==> config.mk <==
export PLATFORM = sky130hd
export DESIGN_NAME = serial_sched
export DESIGN_NICKNAME = d
export VERILOG_FILES = /design/src/rtl/serial_sched_pkg.sv /design/src/rtl/serial_shift_engine.sv /design/src/rtl/serial_sched.sv
export SDC_FILE = /design/constraint.sdc
export NUM_CORES = 1
export LEC_CHECK = 0
export BUFFER_PORTS_ARGS = -buffer_cell sky130_fd_sc_hd__buf_2
export CAP_MARGIN = 40
export CORE_UTILIZATION = 25
export CTS_BUF_LIST = sky130_fd_sc_hd__clkbuf_4
export DETAILED_ROUTE_END_ITERATION = 8
export GPL_TIMING_DRIVEN = 0
export MAX_ROUTING_LAYER = met4
export PLACE_DENSITY = 0.41
export SKIP_CTS_REPAIR_TIMING = 1
export SLEW_MARGIN = 15
export SYNTH_ARGS = -nofsm -noshare
export SYNTH_HDL_FRONTEND = slang
export SYNTH_SLANG_ARGS = --single-unit
export TNS_END_PERCENT = 1
==> constraint.sdc <==
create_clock -name clk -period 2 [get_ports clk]
set_input_delay 0.1 -clock clk [delete_from_list [all_inputs] [get_ports clk]]
set_output_delay 0.1 -clock clk [all_outputs]
set_load 0.01 [all_outputs]
==> src/rtl/serial_sched_pkg.sv <==
// serial_sched_pkg: shared types and helpers for the serial frame scheduler.
//   sched_state_t : top-level frame sequencing states
//   rr_pick()     : round-robin pick of the first set bit at or above a pointer
//   MIN_CLK_DIV   : smallest legal sclk half-period in system clocks
package serial_sched_pkg;

  typedef enum logic [1:0] {IDLE, SHIFT, LATCH, GAP} sched_state_t;

  localparam int unsigned MIN_CLK_DIV = 2;
  localparam int unsigned MAX_CLIENTS = 8;

  typedef struct packed {
    logic       valid;
    logic [2:0] idx;
  } rr_pick_t;

  // First set bit of v scanning upward from ptr, modulo n (n <= MAX_CLIENTS,
  // ptr < n). Since ptr + i < 2n, a single conditional subtract wraps it.
  function automatic rr_pick_t rr_pick(input logic [MAX_CLIENTS-1:0] v,
                                       input logic [2:0] ptr,
                                       input int unsigned n);
    rr_pick_t   r;
    logic [3:0] s;
    r = '0;
    for (int unsigned i = 0; i < MAX_CLIENTS; i++) begin
      s = {1'b0, ptr} + 4'(i);
      if (s >= 4'(n)) s = s - 4'(n);
      if (!r.valid && (i < n) && v[s[2:0]]) begin
        r.valid = 1'b1;
        r.idx   = s[2:0];
      end
    end
    return r;
  endfunction

endpackage

==> src/rtl/serial_shift_engine.sv <==
// serial_shift_engine: sclk divider, bit counter and shift/sample registers.
//   clk, aclr_n, sclr : clock, async active-low reset, sync clear (abort)
//   start, load_data  : begin a frame with load_data, MSB first
//   sdi_sel           : readback bit of the served client
//   sclk, sdo         : serial clock (idle low) and current MSB
//   bit_done          : strobe on the cycle whose edge drops sclk
//   frame_done        : level, the bit in flight is the last of the frame
//   rx_data           : readback word assembled MSB first
module serial_shift_engine
  import serial_sched_pkg::*;
#(
  parameter int unsigned WIDTH   = 16,
  parameter int unsigned CLK_DIV = 18
) (
  input  logic             clk,
  input  logic             aclr_n,
  input  logic             sclr,
  input  logic             start,
  input  logic [WIDTH-1:0] load_data,
  input  logic             sdi_sel,
  output logic             sclk,
  output logic             sdo,
  output logic             bit_done,
  output logic             frame_done,
  output logic [WIDTH-1:0] rx_data
);

  localparam int unsigned DW = (CLK_DIV > 1) ? $clog2(CLK_DIV) : 1;
  localparam int unsigned BW = $clog2(WIDTH + 1);

  logic             active;
  logic [DW-1:0]    div;
  logic [BW-1:0]    bit_cnt;
  logic [WIDTH-1:0] sr;
  logic             div_last;

  assign div_last   = active && (div == DW'(CLK_DIV - 1));
  assign bit_done   = div_last && sclk;
  assign frame_done = (bit_cnt == BW'(WIDTH - 1));
  assign sdo        = sr[WIDTH-1];

  always_ff @(posedge clk or negedge aclr_n) begin
    if (!aclr_n) begin
      active  <= 1'b0;
      div     <= '0;
      bit_cnt <= '0;
      sclk    <= 1'b0;
      sr      <= '0;
      rx_data <= '0;
    end else if (sclr) begin
      active  <= 1'b0;
      div     <= '0;
      bit_cnt <= '0;
      sclk    <= 1'b0;
      sr      <= '0;
      rx_data <= '0;
    end else if (start) begin
      active  <= 1'b1;
      div     <= '0;
      bit_cnt <= '0;
      sclk    <= 1'b0;
      sr      <= load_data;
    end else if (active) begin
      if (div_last) begin
        div  <= '0;
        sclk <= ~sclk;
        if (!sclk) begin
          rx_data <= (rx_data << 1) | WIDTH'(sdi_sel);
        end else if (frame_done) begin
          // Last bit is not shifted out so sdo keeps it through LATCH.
          active <= 1'b0;
        end else begin
          sr      <= sr << 1;
          bit_cnt <= bit_cnt + 1'b1;
        end
      end else begin
        div <= div + 1'b1;
      end
    end
  end

endmodule

==> src/rtl/serial_sched.sv <==
// serial_sched: round-robin sharing of one serial shift engine between
// N_CLIENTS register-image clients (IDLE -> SHIFT -> LATCH -> GAP).
//   clk, aclr_n, sclr : clock, async active-low reset, sync clear
//   req, data         : per-client level request and frame word
//   ack, done         : per-client capture / frame-complete pulses
//   rdata             : readback of the last completed frame
//   busy, grant       : engine active, client being served
//   sclk, sdo, sdi    : shared serial clock/data, per-client readback
//   lock              : per-client latch strobe
// Optional: `define SERIAL_SCHED_REFRESH_EN keeps per-client shadows of the
// last acked word and refreshes served clients whenever no req is pending.
module serial_sched
  import serial_sched_pkg::*;
#(
  parameter  int unsigned N_CLIENTS = 2,
  parameter  int unsigned WIDTH     = 16,
  parameter  int unsigned CLK_DIV   = 18,
  localparam int unsigned GW        = (N_CLIENTS > 1) ? $clog2(N_CLIENTS) : 1
) (
  input  logic                       clk,
  input  logic                       aclr_n,
  input  logic                       sclr,
  input  logic [N_CLIENTS-1:0]       req,
  input  logic [N_CLIENTS*WIDTH-1:0] data,
  output logic [N_CLIENTS-1:0]       ack,
  output logic [N_CLIENTS-1:0]       done,
  output logic [WIDTH-1:0]           rdata,
  output logic                       busy,
  output logic [GW-1:0]              grant,
  output logic                       sclk,
  output logic                       sdo,
  output logic [N_CLIENTS-1:0]       lock,
  input  logic [N_CLIENTS-1:0]       sdi
);

  localparam int unsigned DW = (CLK_DIV > 1) ? $clog2(CLK_DIV) : 1;

  if (CLK_DIV < MIN_CLK_DIV) begin : g_bad_clk_div
    $error("serial_sched: CLK_DIV must be >= %0d", MIN_CLK_DIV);
  end
  if (N_CLIENTS < 1 || N_CLIENTS > MAX_CLIENTS) begin : g_bad_clients
    $error("serial_sched: N_CLIENTS must be 1..%0d", MAX_CLIENTS);
  end
  if (WIDTH < 1 || WIDTH > 32) begin : g_bad_width
    $error("serial_sched: WIDTH must be 1..32");
  end

  function automatic logic [N_CLIENTS-1:0] onehot(input logic [GW-1:0] i);
    onehot    = '0;
    onehot[i] = 1'b1;
  endfunction

  sched_state_t     state;
  logic [DW-1:0]    cnt;
  logic [GW-1:0]    ptr;
  logic             cnt_last, arb_pt;
  rr_pick_t         req_pick, ref_pick;
  logic             start_req, start_ref, start;
  logic [GW-1:0]    win, win_next;
  logic [WIDTH-1:0] win_data;
  logic             eng_sdo, eng_bit_done, eng_last;
  logic [WIDTH-1:0] eng_rx;

  assign cnt_last = (cnt == DW'(CLK_DIV - 1));
  // Arbitration also happens on the edge that leaves GAP, so a pending
  // request starts in what would be the first IDLE cycle with no dead time.
  assign arb_pt   = (state == IDLE) || ((state == GAP) && cnt_last);
  assign busy     = (state != IDLE);
  assign sdo      = ((state == SHIFT) || (state == LATCH)) && eng_sdo;

  always_comb req_pick = rr_pick(MAX_CLIENTS'(req), 3'(ptr), N_CLIENTS);

`ifdef SERIAL_SCHED_REFRESH_EN
  logic [WIDTH-1:0]     shadow [N_CLIENTS];
  logic [N_CLIENTS-1:0] shadow_vld;

  always_comb ref_pick = rr_pick(MAX_CLIENTS'(shadow_vld), 3'(ptr), N_CLIENTS);

  always_ff @(posedge clk or negedge aclr_n) begin
    if (!aclr_n)        shadow_vld      <= '0;
    else if (sclr)      shadow_vld      <= '0;
    else if (start_req) shadow_vld[win] <= 1'b1;
  end

  always_ff @(posedge clk) begin
    if (start_req) shadow[win] <= data[win*WIDTH +: WIDTH];
  end
`else
  always_comb ref_pick = '0;
`endif

  always_comb begin
    start_req = arb_pt && req_pick.valid;
    start_ref = arb_pt && !req_pick.valid && ref_pick.valid;
    win       = start_req ? GW'(req_pick.idx) : GW'(ref_pick.idx);
    win_next  = (win == GW'(N_CLIENTS - 1)) ? '0 : win + 1'b1;
    win_data  = data[win*WIDTH +: WIDTH];
`ifdef SERIAL_SCHED_REFRESH_EN
    if (start_ref) win_data = shadow[win];
`endif
  end

  assign start = start_req || start_ref;

  always_ff @(posedge clk or negedge aclr_n) begin
    if (!aclr_n) begin
      state <= IDLE;
      cnt   <= '0;
      ptr   <= '0;
      grant <= '0;
      ack   <= '0;
      done  <= '0;
      lock  <= '0;
      rdata <= '0;
    end else if (sclr) begin
      state <= IDLE;
      cnt   <= '0;
      ptr   <= '0;
      grant <= '0;
      ack   <= '0;
      done  <= '0;
      lock  <= '0;
      rdata <= '0;
    end else begin
      ack  <= '0;
      done <= '0;
      case (state)
        IDLE: ;
        SHIFT: begin
          if (eng_bit_done && eng_last) begin
            state <= LATCH;
            cnt   <= '0;
            lock  <= onehot(grant);
          end
        end
        LATCH: begin
          if (cnt_last) begin
            state <= GAP;
            cnt   <= '0;
            lock  <= '0;
            done  <= onehot(grant);
            rdata <= eng_rx;
          end else begin
            cnt <= cnt + 1'b1;
          end
        end
        GAP: begin
          cnt <= cnt_last ? '0 : cnt + 1'b1;
          if (cnt_last) state <= IDLE;
        end
        default: state <= IDLE;
      endcase
      if (start) begin
        state <= SHIFT;
        grant <= win;
        ptr   <= win_next;
        if (start_req) ack <= onehot(win);
      end
    end
  end

  serial_shift_engine #(
    .WIDTH   (WIDTH),
    .CLK_DIV (CLK_DIV)
  ) u_engine (
    .clk        (clk),
    .aclr_n     (aclr_n),
    .sclr       (sclr),
    .start      (start),
    .load_data  (win_data),
    .sdi_sel    (sdi[grant]),
    .sclk       (sclk),
    .sdo        (eng_sdo),
    .bit_done   (eng_bit_done),
    .frame_done (eng_last),
    .rx_data    (eng_rx)
  );

endmodule

==> impl_metrics.json, run 1 <==
{
  "insertion_delay_ps": 470,
  "dr.first_iter.drc_count": 105,
  "fill_cells": 1474,
  "synth_nets": 407,
  "multi_input_comb_area_mm2": 0.001758,
  "cts.path.max_buffers": 2,
  "cts-htree-levels": 3,
  "grt.total_usage_pct": 13.25,
  "place_congestion": 0.7258,
  "synth_edf_count": 0,
  "cts_tree": "yes",
  "wl_per_cell_um": 13.99,
  "hold_path_depth": 4,
  "max_cap_violations": 0,
  "max_slew.worst_pin.slew_ps": 671.9,
  "core_area_mm2": 0.01399,
  "cts_sinks": 75,
  "ioPinCount": 65,
  "synth-async-reset-ratio_pct": 100.0,
  "synth_area_leader_cell": "dfrtp_1",
  "cp-start-kind": "flop",
  "drive_gt1_share_pct": 31.85,
  "vdd_drop_max_v": 0.0003379,
  "slowest_stage": "dfrtp_1",
  "die_w_um": 122.3,
  "synth_area_leaders": "dfrtp_1, mux2i_1, a22o_1, nand2_1, ha_1",
  "utilization_pct": 33.36,
  "critPathTopFamily": "simple AND/OR/NAND/NOR gates",
  "crit_type": "reg2reg",
  "cpPeakStageDelay_ps": 430,
  "netlist-cell-type-count": 42,
  "cp-end-kind": "flop",
  "path_clk_slew_ps": 140,
  "post-route-period-util_pct": 101.4,
  "viasPerCell": 4.574,
  "rsz0062_at_grt": "yes",
  "hold_slack_ps": 65.86,
  "first_pass_iters": 4,
  "slew_violations": 0,
  "wl_um": 8797,
  "die_area_mm2": 0.01495,
  "pwr_density_cell_mw_per_mm2": 943.7,
  "ys_seq_area_share_pct": 51.89,
  "worstPathCellList": "inv_1, ha_2, and4bb_2, a21oi_2, or3_4, buf_12, o22ai_1, o21a_1",
  "violations": "setup timing",
  "clock-root-buffer": "clkbuf_4",
  "overflow": 0,
  "hp-start": "data[23]",
  "postRouteAntennaNets": 0,
  "numPortBuffers": 64,
  "worst_r2r_endpoint": "u_engine.sr[10]$_DFFE_PN0P_",
  "grt_antenna_before_repair": 0,
  "grt_max_degree": 46,
  "drc_errors": 0,
  "n_antenna_cell": 0,
  "rr_startpoint": "cnt[1]$_DFFE_PN0P_",
  "synth_warnings": 0,
  "finalSetupViolCount": 10,
  "synth-main-ff-cell": "dfrtp_1",
  "grt_pass1_vias": 2837,
  "required_ps": 2410,
  "initial_utilization_pct": 25.86,
  "status": "finished with violations",
  "grt_pass1_wl_um": 14700,
  "yosys.area.top_type_share_pct": 51.89,
  "layout_common_cells": "dfrtp_1, buf_2, nand2_1",
  "hold_end": "u_engine.sr[7]$_DFFE_PN0P_",
  "dp_hpwl_um": 6091,
  "synth_area_mm2": 0.003617,
  "period_needed_ps": 2027,
  "postSynthCellCount": 356,
  "synthToLayoutAreaGrowth_pct": 29.02,
  "crit_buf_inv": 2,
  "r2r_setup_slack_ps": -30,
  "regArea_mm2": 0.001879,
  "p_leak_nw": 2.253,
  "setup_ws_ps": -27.50,
  "clock_skew_ps": 21.29,
  "syn_area_per_cell_um2": 10.16,
  "hp-class": "in2reg",
  "synth-seq-cells": 75,
  "vias": 2877,
  "layout_commonest_cell": "dfrtp_1",
  "r2r_cells": 8,
  "fp.dieH_um": 122.3,
  "fin_nets": 495,
  "crit_fanout": 10,
  "crit_arrival_ps": 2440,
  "finalHoldViolCount": 0,
  "num_rows": 43,
  "cts_buffers": 9,
  "relSlewSlack_pct": 55.21,
  "fmax_mhz": 493.2
}
-- cell usage after synthesis (3+ instances only) --
cell      count
nand4_1       5
nor2_1       34
and2_1        3
mux2i_1      19
a21oi_1      24
o21a_1       15
dfrtp_1      75
nand3_1       6
a21o_1        4
a22o_1       18
o21ai_0      14
or2_2         3
o22ai_1      15
nand2_1      41
buf_2        11
o31ai_1       4
inv_1         8
ha_1         12
nor2b_1       5
clkbuf_1      7
nor3_1        5
or3_1         5
-- tightest hold or removal path: cells and delay by family --
kind	cells	cell delay [ps]
AOI/OAI and AO/OA	2	270
buffers and inverters	1	70
muxes	1	60
-- per-stage QoR --
step / total power, W / std cells / worst slack [ps] / TNS [ps] / area, um2
after CTS: 0.004221 / 617 / -459.8 / -12440 / 4365
final: 0.004404 / 629 / -27.50 / -113.7 / 4667
after global routing: 0.004705 / 629 / -123.6 / -2772 / 4667
after detailed placement: 0.003036 / 601 / -434.6 / -10370 / 4193
after floorplan: 0.002671 / 356 / 152.1 / 0 / 3617
after global placement: 0.003022 / 600 / -419.2 / -11320 / 4163
-- where the power goes --
| group | switching (W) | leakage, nW | internal (W) | total [W] |
|---|---|---|---|---|
| Clock | 0.000632 | 0.0895 | 0.000528 | 0.00116 |
| Sequential | 0.000143 | 1.02 | 0.00170 | 0.00185 |
| Combinational | 0.000741 | 1.14 | 0.000657 | 0.00140 |
| Total | 0.00152 | 2.25 | 0.00289 | 0.00440 |
-- worst max path at each step --
| stage | cells after the start | slack [ps] | startpoint | to |
|---|---|---|---|---|
| 2_1_floorplan | 8 | 150 | state[0]$_DFFE_PN0P_ | u_engine.sr[10]$_DFFE_PN0P_ |
| 3_3_place_gp | 8 | -420 | state[0]$_DFFE_PN0P_ | u_engine.sr[10]$_DFFE_PN0P_ |
| 3_5_place_dp | 8 | -430 | state[0]$_DFFE_PN0P_ | u_engine.sr[13]$_DFFE_PN0P_ |
| 4_1_cts | 8 | -460 | state[0]$_DFFE_PN0P_ | u_engine.sr[6]$_DFFE_PN0P_ |
| 5_1_grt | 8 | -120 | u_engine.bit_cnt[0]$_DFFE_PN0P_ | cnt[3]$_DFFE_PN0P_ |
| 6_report | 8 | -30 | cnt[1]$_DFFE_PN0P_ | u_engine.sr[10]$_DFFE_PN0P_ |
-- flip-flops by register name, indices dropped and copies added, names as in the netlist --
register,count
lock,2
u_engine.active,1
u_engine.bit_cnt,5
ptr,1
u_engine.sclk,1
u_engine.sr,16
state,2
u_engine.rx_data,16
rdata,16
done,2
cnt,5
u_engine.div,5
grant,1
ack,2
-- cells by family (layout without fill, tap and decap cells) --
logic type / count (synthesis) / count (layout) / synth area share (%)
muxes: 19 / 19 / 5.258
xor gates and xnor gates: 3 / 3 / 0.7265
AOI/OAI and AO/OA: 101 / 101 / 18.64
adders and majority gates: 12 / 12 / 4.151
DFF: 75 / 75 / 51.89
buffers and inverters: 29 / 122 / 3.943
and+or+nand+nor: 117 / 117 / 15.39
-- layout make-up --
cell class,count,share of cell area (%)
clock buffer,9,1.448
buffer,18,2.654
clock inverter,7,2.252
inverter,8,0.6434
multi-input combinational,252,37.67
timing repair buffer,80,10.24
sequential,75,40.27
tap,180,4.826
-- layer usage --
layer | part of all wire (%) | routed length [um] | GRT usage (%) | vias to the layer above
li1 | - | - | - | 1434
met1 | 49 | 4308 | 17.41 | 1370
met2 | 45 | 3965 | 19.14 | 60
met3 | 4.2 | 366 | 3.160 | 13
met4 | 1.8 | 157 | 6.174 | 0
met5 | 0 | 0 | - | -
Note: power is estimated with default switching activity, not from simulation.
==> run 2, diff against run 1 <==
--- a/config.mk
+++ b/config.mk
@@ -13,6 +13,7 @@
 export GPL_TIMING_DRIVEN = 0
 export MAX_ROUTING_LAYER = met4
 export PLACE_DENSITY = 0.41
+export REMOVE_ABC_BUFFERS = 1
 export SKIP_CTS_REPAIR_TIMING = 1
 export SLEW_MARGIN = 15
 export SYNTH_ARGS = -nofsm -noshare
==> constraint.sdc (replaced) <==
create_clock -name clk -period 2.45 [get_ports clk]
set_input_delay 0.1225 -clock clk [delete_from_list [all_inputs] [get_ports clk]]
set_output_delay 0.1225 -clock clk [all_outputs]
set_load 0.01 [all_outputs]
==> impl_metrics.json, run 2 (synthesis results as in run 1) <==
{
  "num_rows": 43,
  "fmax_mhz": 439.4,
  "slew_violations": 0,
  "vias": 2791,
  "wl_per_cell_um": 14.01,
  "r2r_setup_slack_ps": 170,
  "routed.top_layer": "met4",
  "dp_hpwl_um": 5849,
  "cts_tree": "yes",
  "finalSetupViolCount": 0,
  "core_area_mm2": 0.01399,
  "status": "finished, final reports clean",
  "p_leak_nw": 2.113,
  "wl_um": 8462,
  "setup_ws_ps": 174.2,
  "placed_cells": 584,
  "postLayoutCellArea_mm2": 0.004325,
  "pwr_density_cell_mw_per_mm2": 742.6,
  "layout_commonest_cell": "dfrtp_1",
  "fp.dieH_um": 122.3,
  "fin_nets": 470,
  "drive_gt1_share_pct": 23.58,
  "fill_cells": 1499,
  "cts_buffers": 9,
  "n_antenna_cell": 0,
  "fin_cells": 604,
  "required_ps": 2800,
  "relSlewSlack_pct": 44.56,
  "cts_sinks": 75,
  "insertion_delay_ps": 430,
  "dpl_cell_area_mm2": 0.004133,
  "grt.total_usage_pct": 12.86,
  "die_w_um": 122.3,
  "critPathTopFamily": "simple AND/OR/NAND/NOR gates",
  "drc_errors": 0,
  "numPortBuffers": 64,
  "cpPeakStageDelay_ps": 500,
  "ioPinCount": 65,
  "cts-htree-levels": 3,
  "met1Wirelength_um": 4206,
  "hp-class": "in2async",
  "die_area_mm2": 0.01495,
  "cp-start-kind": "flop",
  "initial_utilization_pct": 25.86,
  "hold_slack_ps": 129.7,
  "clock-root-buffer": "clkbuf_4",
  "overflow": 0,
  "crit_top_cell": "o21ai_0",
  "rsz0062_at_grt": "yes",
  "cp-startpoint": "state[0]$_DFFE_PN0P_",
  "crit_fanout": 8,
  "max_slew.worst_pin.slew_ps": 831.6,
  "finalHoldViolCount": 0,
  "first_pass_iters": 4,
  "worstPathCellList": "inv_1, ha_1, o21ai_0, o21ai_0, nor3_2, buf_4, nand2_1, a21oi_1",
  "grt_pass1_wl_um": 14480,
  "max_cap_violations": 0,
  "crit_type": "reg2reg",
  "dp_slack_ps": -109.3,
  "layout_common_cells": "dfrtp_1, buf_2, nand2_1",
  "met3_length_um": 377,
  "post-route-period-util_pct": 92.89,
  "rr_startpoint": "state[0]$_DFFE_PN0P_",
  "place_congestion": 0.7491,
  "clock_skew_ps": 18.40,
  "period_needed_ps": 2276,
  "crit_arrival_ps": 2630,
  "synthToLayoutAreaGrowth_pct": 19.58,
  "crit_buf_inv": 2,
  "largestRegisters": "rdata (16), u_engine.rx_data (16), u_engine.sr (16)",
  "postRouteAntennaNets": 0,
  "grt_pass1_vias": 2823,
  "slowest_stage": "nor3_2",
  "grt_antenna_before_repair": 0,
  "path_clk_slew_ps": 130,
  "viasPerCell": 4.621,
  "wl_met2_um": 3798,
  "tns_ps": 0,
  "grt_max_degree": 54,
  "cts.path.max_buffers": 2,
  "vdd_drop_max_v": 0.0002195,
  "cp-end-kind": "flop",
  "dr.first_iter.drc_count": 122
}
[run 2: metal layers]
layer	GRT usage (%)	up-vias
met5	-	-
met4	3.659	0
met3	3.346	9
met2	19.21	62
met1	17.09	1325
li1	-	1395
[run 2: report_power, final]
part           leakage [nW]  total, W  internal [W]  switching, W
registers              1.02   0.00152       0.00139      0.000134
logic                  1.02  0.000889      0.000379      0.000510
clock network        0.0710  0.000801      0.000318      0.000483
[run 2: through the flow]
stage                     utilization [%]  power (W)
after CTS                           30.56   0.003266
after global routing                30.92   0.003474
after floorplan                         -   0.002124
final                               30.92   0.003212
after detailed placement            29.54   0.002441
after global placement              28.95   0.002418
[run 2: final timing paths]
check,endpoint,cells after the start
max,u_engine.rx_data[11]$_DFFE_PN0P_,8
min,done[0]$_DFF_PN0_,2
max reg2reg,u_engine.rx_data[11]$_DFFE_PN0P_,8
min reg2reg,u_engine.sr[15]$_DFFE_PN0P_,1
max in group asynchronous,u_engine.sr[4]$_DFFE_PN0P_,3
min in group clk,u_engine.sr[8]$_DFFE_PN0P_,4
[run 2: worst reg2reg max path: stages (launching register included)]
cell     delay (ps)
dfrtp_1         460
inv_1           110
ha_1            260
o21ai_0         120
o21ai_0         280
nor3_2          500
buf_4           260
nand2_1          60
a21oi_1         130
[run 2: layout make-up]
type	instances	area, um2	area share, %
Clock inverter	7	75.07	1.736
Inverter	8	30.03	0.6942
Timing Repair Buffer	73	432.9	10.01
Tap cell	180	225.2	5.207
Clock buffer	9	67.56	1.562
Sequential cell	75	1877	43.39
Multi-Input combinational cell	252	1618	37.40
==> run 3, diff against run 2 <==
--- a/config.mk
+++ b/config.mk
@@ -12,7 +12,7 @@
 export DETAILED_ROUTE_END_ITERATION = 8
 export GPL_TIMING_DRIVEN = 0
 export MAX_ROUTING_LAYER = met4
-export PLACE_DENSITY = 0.41
+export PLACE_DENSITY = 0.5
 export REMOVE_ABC_BUFFERS = 1
 export SKIP_CTS_REPAIR_TIMING = 1
 export SLEW_MARGIN = 15
==> impl_metrics.json, run 3 (synthesis results as in run 1) <==
{
  "status": "finished with violations",
  "violations": "hold timing",
  "die_area_mm2": 0.01495,
  "pwr_density_cell_mw_per_mm2": 759.2,
  "hold_path_depth": 3,
  "cts_sinks": 75,
  "grt_max_degree": 59,
  "placed_cells": 584,
  "core_area_mm2": 0.01399,
  "crit_arrival_ps": 2620,
  "vdd_drop_max_v": 0.0002203,
  "clock_skew_ps": 15.91,
  "worstPathCellList": "inv_1, ha_1, o21ai_0, o21ai_0, or3_1, a22oi_1, nor2_1",
  "grt.total_usage_pct": 12.06,
  "required_ps": 2760,
  "dp_hpwl_um": 5657,
  "crit_type": "reg2reg",
  "multi_input_comb_area_mm2": 0.001613,
  "num_rows": 43,
  "clock-root-buffer": "clkbuf_4",
  "crit_fanout": 16,
  "max_cap_violations": 0,
  "cp-start-kind": "flop",
  "crit_top_cell": "o21ai_0",
  "numPortBuffers": 64,
  "n_antenna_cell": 0,
  "vias": 2778,
  "dp_slack_ps": -207.3,
  "ioPinCount": 65,
  "initial_utilization_pct": 25.86,
  "synthToLayoutAreaGrowth_pct": 19.65,
  "p_leak_nw": 2.119,
  "relSlewSlack_pct": 47.52,
  "cp-end-kind": "flop",
  "finalSetupViolCount": 0,
  "insertion_delay_ps": 440,
  "fp.dieH_um": 122.3,
  "cts.path.max_buffers": 2,
  "setup_ws_ps": 147.2,
  "overflow": 0,
  "path_clk_slew_ps": 130,
  "slowest_stage": "or3_1",
  "post-route-period-util_pct": 93.99,
  "grt_antenna_before_repair": 0,
  "place_congestion": 0.7774,
  "dr.first_iter.drc_count": 123,
  "r2r_cells": 7,
  "postRouteAntennaNets": 0,
  "hp-class": "in2reg",
  "regArea_mm2": 0.001877,
  "max_slew.worst_pin.slew_ps": 787.2,
  "die_w_um": 122.3,
  "largestRegisters": "rdata (16), u_engine.rx_data (16), u_engine.sr (16)",
  "layout_common_cells": "dfrtp_1, buf_2, nand2_1",
  "drive_gt1_share_pct": 23.70,
  "layout_commonest_cell": "dfrtp_1",
  "fill_cells": 1482,
  "fin_nets": 468,
  "grt_pass1_vias": 2812,
  "fmax_mhz": 434.3,
  "wl_um": 8096,
  "grt_pass1_wl_um": 13630,
  "first_pass_iters": 4,
  "worst-path-stages": 7,
  "slew_violations": 0,
  "period_needed_ps": 2303,
  "crit_buf_inv": 1,
  "finalHoldViolCount": 1,
  "hold_slack_ps": -18.46,
  "wl_per_cell_um": 13.45,
  "drc_errors": 0,
  "cts-htree-levels": 3,
  "cpPeakStageDelay_ps": 640,
  "fin_cells": 602,
  "cts_tree": "yes",
  "cts_buffers": 9,
  "critPathTopFamily": "simple AND/OR/NAND/NOR gates",
  "viasPerCell": 4.615
}
==> run 3: worst reg2reg max path, cell delays in order (launching register included) <==
cell and delay, ps:
dfrtp_1 480, inv_1 100, ha_1 240, o21ai_0 130, o21ai_0 260, or3_1 640, a22oi_1 280, nor2_1 60
==> run 3: stage by stage <==
| stage | hold slack (ps) | TNS, ps | util (%) | total power (W) | area, um2 |
|---|---|---|---|---|---|
| global placement | 432.2 | -20880 | 28.95 | 0.002389 | 4050 |
| CTS | -504.1 | -3405 | 30.76 | 0.003333 | 4303 |
| detailed placement | 19.57 | -2834 | 29.54 | 0.002422 | 4133 |
| finish | -18.46 | 0 | 30.94 | 0.003286 | 4328 |
| global route | 8.966 | -4.053 | 30.94 | 0.003522 | 4328 |
| floorplan | -173.1 | -4460 | - | 0.002124 | 3505 |
==> run 3: path summary, 6_finish.rpt <==
path | slack (ps) | end | from
max | 150 | u_engine.rx_data[0]$_DFFE_PN0P_ | state[1]$_DFFE_PN0P_
max reg2reg | 150 | u_engine.rx_data[0]$_DFFE_PN0P_ | state[1]$_DFFE_PN0P_
min | -20 | u_engine.sr[0]$_DFFE_PN0P_ | data[16]
min reg2reg | 510 | u_engine.sr[14]$_DFFE_PN0P_ | u_engine.sr[14]$_DFFE_PN0P_
min in group asynchronous | 70 | rdata[11]$_DFFE_PN0P_ | aclr_n
max in group asynchronous | 1800 | u_engine.sr[2]$_DFFE_PN0P_ | aclr_n
==> run 3: cell type report <==
| type | count | area share [%] |
|---|---|---|
| well taps | 180 | 5.204 |
| clock inverters | 7 | 2.371 |
| flip-flops and latches | 75 | 43.37 |
| inverters | 8 | 0.6938 |
| multi-input cells | 252 | 37.27 |
| repair buffers | 71 | 9.540 |
| clock buffers | 9 | 1.561 |
==> run 3: power by group <==
part           total [W]  internal, W  switching, W
registers        0.00152      0.00139      0.000135
logic           0.000865     0.000372      0.000493
clock network   0.000898     0.000420      0.000479
==> run 3: metal layers <==
| metal | vias to the layer above | routed length, um | global-route usage, % | part of all wire, % |
|---|---|---|---|---|
| met5 | - | 0 | - | 0 |
| met2 | 60 | 3757 | 19.03 | 46 |
| met1 | 1322 | 3921 | 14.84 | 48 |
| li1 | 1385 | - | - | - |
| met3 | 11 | 302 | 2.974 | 3.7 |
| met4 | 0 | 114 | 4.573 | 1.4 |
